==> src/rtl/trace_pkg.sv <==
// trace_pkg: shared encodings and entry layout for the writeback trace buffer
package trace_pkg;
  typedef enum logic [1:0] {
    STATE_IDLE    = 2'd0,
    STATE_CAPTURE = 2'd1,
    STATE_DRAIN   = 2'd2,
    STATE_DONE    = 2'd3
  } state_t;
  localparam int MODE_STOP = 0;
  localparam int MODE_WRAP = 1;
  localparam int STAMP_LO = 0;
  function automatic int data_lo(input int stamp_w);
    return stamp_w;
  endfunction
  function automatic int addr_lo(input int stamp_w, input int data_w);
    return stamp_w + data_w;
  endfunction
  function automatic int entry_w(input int addr_w, input int data_w, input int stamp_w);
    return addr_w + data_w + stamp_w;
  endfunction
endpackage

==> src/rtl/trace_ring_mem.sv <==
// trace_ring_mem: circular entry store with head/tail pointers, occupancy and combinational head read
module trace_ring_mem #(
  parameter int DEPTH = 16,
  parameter int W = 53
) (
  input  logic                     CLOCK,
  input  logic                     RESET,
  input  logic                     clr,
  input  logic                     push,
  input  logic                     pop,
  input  logic                     overwrite,
  input  logic [W-1:0]             wdata,
  output logic [W-1:0]             rdata,
  output logic [$clog2(DEPTH):0]   count
);
  localparam int PW = $clog2(DEPTH);
  localparam int CW = PW + 1;
  logic [W-1:0] mem [DEPTH];
  logic [PW-1:0] head, tail;
  always_ff @(posedge CLOCK)
    if (push) mem[tail] <= wdata;
  always_ff @(posedge CLOCK or negedge RESET)
    if (!RESET) begin
      head  <= '0;
      tail  <= '0;
      count <= '0;
    end else if (clr) begin
      head  <= '0;
      tail  <= '0;
      count <= '0;
    end else begin
      head  <= head + PW'(pop || overwrite);
      tail  <= tail + PW'(push);
      count <= count + CW'(push && !overwrite) - CW'(pop);
    end
  assign rdata = mem[head];
endmodule

==> src/rtl/wb_trace_buffer.sv <==
// wb_trace_buffer: captures filtered register-file writebacks into a ring and drains them over valid/ready
module wb_trace_buffer
  import trace_pkg::*;
#(
  parameter int DATA_W  = 32,
  parameter int ADDR_W  = 5,
  parameter int DEPTH   = 16,
  parameter int STAMP_W = 16,
  parameter int MODE    = 0
) (
  input  logic                     CLOCK,
  input  logic                     RESET,
  input  logic                     ARM,
  input  logic                     WB_EN,
  input  logic [ADDR_W-1:0]        WB_ADDR,
  input  logic [DATA_W-1:0]        WB_DATA,
  input  logic                     HALT,
  input  logic                     FILTER_EN,
  input  logic [ADDR_W-1:0]        FILTER_ADDR,
  output logic                     RD_VALID,
  input  logic                     RD_READY,
  output logic [ADDR_W-1:0]        RD_ADDR,
  output logic [DATA_W-1:0]        RD_DATA,
  output logic [STAMP_W-1:0]       RD_STAMP,
  output logic [1:0]               STATE,
  output logic [$clog2(DEPTH):0]   COUNT,
  output logic                     OVERFLOW
);
  localparam int CW  = $clog2(DEPTH) + 1;
  localparam int EW  = entry_w(ADDR_W, DATA_W, STAMP_W);
  localparam int DLO = data_lo(STAMP_W);
  localparam int ALO = addr_lo(STAMP_W, DATA_W);
  state_t state;
  logic [STAMP_W-1:0] stamp;
  logic [EW-1:0] wdata, rdata;
  logic [CW-1:0] count;
  logic qual, full, arm_ok, push, overwrite, pop, rd_valid;
  always_comb begin
    qual      = WB_EN && WB_ADDR != '0 && (!FILTER_EN || WB_ADDR == FILTER_ADDR);
    full      = count == CW'(DEPTH);
    arm_ok    = ARM && (state == STATE_IDLE || state == STATE_DONE);
    push      = state == STATE_CAPTURE && qual && (!full || MODE == MODE_WRAP);
    overwrite = push && full;
    rd_valid  = state == STATE_DRAIN && count != '0;
    pop       = rd_valid && RD_READY;
    wdata     = {WB_ADDR, WB_DATA, stamp};
  end
  trace_ring_mem #(.DEPTH(DEPTH), .W(EW)) u_mem (
    .CLOCK     (CLOCK),
    .RESET     (RESET),
    .clr       (arm_ok),
    .push      (push),
    .pop       (pop),
    .overwrite (overwrite),
    .wdata     (wdata),
    .rdata     (rdata),
    .count     (count)
  );
  always_ff @(posedge CLOCK or negedge RESET)
    if (!RESET) begin
      state    <= STATE_IDLE;
      stamp    <= '0;
      OVERFLOW <= 1'b0;
    end else
      case (state)
        STATE_IDLE, STATE_DONE:
          if (ARM) begin
            state    <= STATE_CAPTURE;
            stamp    <= '0;
            OVERFLOW <= 1'b0;
          end
        STATE_CAPTURE: begin
          stamp <= stamp + STAMP_W'(1);
          if (qual && full) OVERFLOW <= 1'b1;
          if (HALT) state <= STATE_DRAIN;
        end
        default:
          if (count == '0 || (pop && count == CW'(1))) state <= STATE_DONE;
      endcase
  assign RD_VALID = rd_valid;
  assign RD_ADDR  = rd_valid ? rdata[ALO +: ADDR_W] : '0;
  assign RD_DATA  = rd_valid ? rdata[DLO +: DATA_W] : '0;
  assign RD_STAMP = rd_valid ? rdata[STAMP_LO +: STAMP_W] : '0;
  assign STATE    = state;
  assign COUNT    = count;
endmodule

==> config.mk <==
export PLATFORM = sky130hd
export DESIGN_NAME = wb_trace_buffer
export DESIGN_NICKNAME = d
export VERILOG_FILES = /design/src/rtl/trace_pkg.sv /design/src/rtl/trace_ring_mem.sv /design/src/rtl/wb_trace_buffer.sv
export SDC_FILE = /design/constraint.sdc
export NUM_CORES = 1
export LEC_CHECK = 0
export ABC_AREA = 1
export CAP_MARGIN = 20
export CORE_UTILIZATION = 55
export CTS_BUF_LIST = sky130_fd_sc_hd__clkbuf_4 sky130_fd_sc_hd__clkbuf_8 sky130_fd_sc_hd__clkbuf_16
export DETAILED_ROUTE_END_ITERATION = 8
export GPL_TIMING_DRIVEN = 1
export PLACE_DENSITY = 0.73
export SETUP_SLACK_MARGIN = 0.05
export SYNTH_ARGS = -nofsm -noshare
export SYNTH_HDL_FRONTEND = slang
export SYNTH_SLANG_ARGS = --single-unit
==> constraint.sdc <==
create_clock -name CLOCK -period 5.2 [get_ports CLOCK]
set_clock_uncertainty 0.15 [all_clocks]
set_input_delay 1.04 -clock CLOCK [delete_from_list [all_inputs] [get_ports CLOCK]]
set_output_delay 1.04 -clock CLOCK [all_outputs]
set_load 0.02 [all_outputs]
==> flow_summary.toml <==
[placement]
io_buffers = 110
place.gp.congestion = 0.796
place_ws_ns = 0.972
dp_hpwl_um = 44500

[clock_network]
cts_hold_buf = 0
clkTransAtPathRegs_ns = 0.06
htreeDepth = 3
clockRootBuffer = "clkbuf_16"
cts_resized = 0
cts_tree = "yes"
cts_buffer_depth = 3
cts_buffers = 84
cts_setup_buffers = 0
clkLatencyLatePin_ns = 0.63
cts_num_sinks = 880

[routing]
vias_per_cell = 5.96
dr.pass1.iters = 7
drc = 0
vias = 23400
finalWirelength_um = 84500
drtIter0Drc = 2911
drtAntennaViolNets = 0
drt-wirelength-per-cell_um = 21.5

[worst_setup_path]
slowest_stage = "dfrtp_4"
startpoint = "u_mem.head[0]$_DFF_PN0_"
cp_top_family = "buffers and inverters"
startpoint_type = "flop"
endpoint_kind = "output pin"
crit_required_ns = 4.01
cpPeakStageDelay_ns = 0.72
arrival_ns = 3.70
crit_type = "flop to output pin"
path_max_fanout = 78
crit_chain = "buf_4 > nor2_1 > nor2_1 > o21ai_0 > o211ai_1 > nand3_1 > a21oi_1 > clkdlybuf4s50_1"
rr_startpoint = "u_mem.count[2]$_DFF_PN0_"
crit_top_cell = "nor2_1"
critPathBufInv = 2

[logic_synthesis]
ys_seq_area_share_pct = 73.5
synth_adder_area_share_pct = 0.546
avgSynthCellArea_um2 = 12.2
ys_types = 30
synth-simple-area-share_pct = 12.0
yosysTopAreaCellShare_pct = 71.3
yosysMostFrequentCell = "edfxtp_1"
synthTopCellsByCount = "848 x edfxtp_1, 748 x nor2_1, 402 x o21ai_0, 190 x nand3_1, 126 x a21oi_1"
muxShareOfSynthArea_pct = 0
syn-instance-count = 2924
synth_nets = 2988
synth_compound_area_share_pct = 10.1
synth.cell_area_um2 = 35700
ys_seq_elements = 880
synth_edf_count = 848
yosysTopAreaCell = "edfxtp_1"
async_flop_share_pct = 3.64
synth_ff_type = "edfxtp_1"
yosys_warnings = 0
ys_top_cells_by_area = "edfxtp_1 71%, nor2_1 7.9%, o21ai_0 5.6%"
synth-xor-area-share_pct = 0.0736
synth_top_family_by_area = "simple AND/OR/NAND/NOR gates"

[grt]
antenna_found_initial = 0
grt_pass1_wl_um = 129000
grt.total_usage_pct = 25.6
grt_max_degree = 160
grt_pass1_vias = 22900
overflow = 0

[timing]
hold_violations = 0
fin_crit_sh_pct = 94.1
setup_viol = 0
tns_ns = 0
period_needed_ns = 4.89
hold_ws_ns = 0.328
max_clock_freq_mhz = 204
worst_pin_slew_ns = 0.988
report.final.slew_viol_count = 0
rsz0062_at_grt = "false"
setup_ws_ns = 0.307
maxSlewHeadroom_pct = 34.1

[die]
start_util_pct = 55.5
num_rows = 93
io_pins = 111
die_h_um = 257
die_area_um2 = 66000
core_area_um2 = 64300
die_w_um = 257

[pwr]
ir_drop_mv = 0.295
pwr_density_cell_nw_per_um2 = 441
p_leak_uw = 0.0137

[cells_and_area]
antennaDiodeCount = 0
nets = 3063
fill_cells = 4617
syn_to_final_growth_pct = 12.9
drive_gt1_share_pct = 7.17

[run_status]
outcome = "completed"

[hold_path]
worstHoldPathType = "input pin to async pin"

[run]
maxCapViolations = 0
-- metal layers --
metal | routed length, um | vias to the layer above | track usage (%)
met5 | 0 | - | 0
met4 | 2670 | 0 | 10.2
met3 | 6580 | 181 | 3.34
met2 | 41000 | 1077 | 42.4
met1 | 34200 | 11500 | 34.5
li1 | - | 10600 | -
-- sequential cells by signal, summed over array words and instances, names as in the netlist --
signal       count
u_mem.count      5
STATE            2
OVERFLOW         1
stamp           16
u_mem.tail       4
u_mem.mem      848
u_mem.head       4
-- stage by stage --
step / utilization [%] / std cells / power (uW) / instance area, um^2
floorplan: - / 2924 / 10800 / 35700
global placement: 58.6 / 3768 / 11900 / 37700
detailed placement: 58.6 / 3768 / 12000 / 37700
CTS: 62.7 / 3922 / 17800 / 40300
global route: 62.7 / 3922 / 18600 / 40300
finish: 62.7 / 3922 / 17800 / 40300
-- path summary, 6_finish.rpt --
kind | to | slack (ns) | depth (start not counted)
max in group asynchronous | u_mem.head[1]$_DFF_PN0_ | 4.00 | 1
worst max-delay path | RD_STAMP[4] | 0.31 | 8
worst min register to register | OVERFLOW$_DFFE_PN0P_ | 0.41 | 2
worst min-delay path | stamp[8]$_DFFE_PN0P_ | 0.33 | 1
worst max register to register | u_mem.count[4]$_DFF_PN0_ | 1.73 | 15
min in group CLOCK | OVERFLOW$_DFFE_PN0P_ | 0.41 | 2
-- power by group --
| part | total [uW] | internal [uW] | leakage, uW | switching, uW |
|---|---|---|---|---|
| clock | 5860 | 3300 | 0.00130 | 2550 |
| combinational | 3810 | 1250 | 0.00414 | 2570 |
| sequential | 8120 | 7940 | 0.00822 | 180 |
-- cell families after synthesis --
logic type	after synthesis
AND/OR/NAND/NOR	1067
flip-flops	880
AO/OA/AOI/OAI	666
buffers and inverters	293
adder cells (fa/ha/maj)	15
XOR/XNOR	3
-- final cells by class --
cell class	count	area, um^2	share of cell area, %
sequential	880	26300	65.1
multi-input combinational	1751	8240	20.4
clock buffer	107	2310	5.73
timing repair buffer	170	1670	4.14
tap	855	1070	2.65
inverter	112	433	1.07
clock inverter	47	339	0.841
-- cell usage in the layout, fill, tap and decap left out, drive strengths merged --
cell,count
edfxtp,848
nor2,748
o21ai,439
nand3,191
a21oi,126
inv,115
clkdlybuf4s50,109
nand2,108
clkbuf,107
o211ai,98
buf,61
clkinv,34
dfrtp,32
ha,14
nor3,9
nand4,8
clkinvlp,7
xnor2,3
bufinv,3
or2,1
nand3b,1
o31ai,1
nor3b,1
o21bai,1
a31oi,1
fa,1
Power figures use the tool's default switching activity.
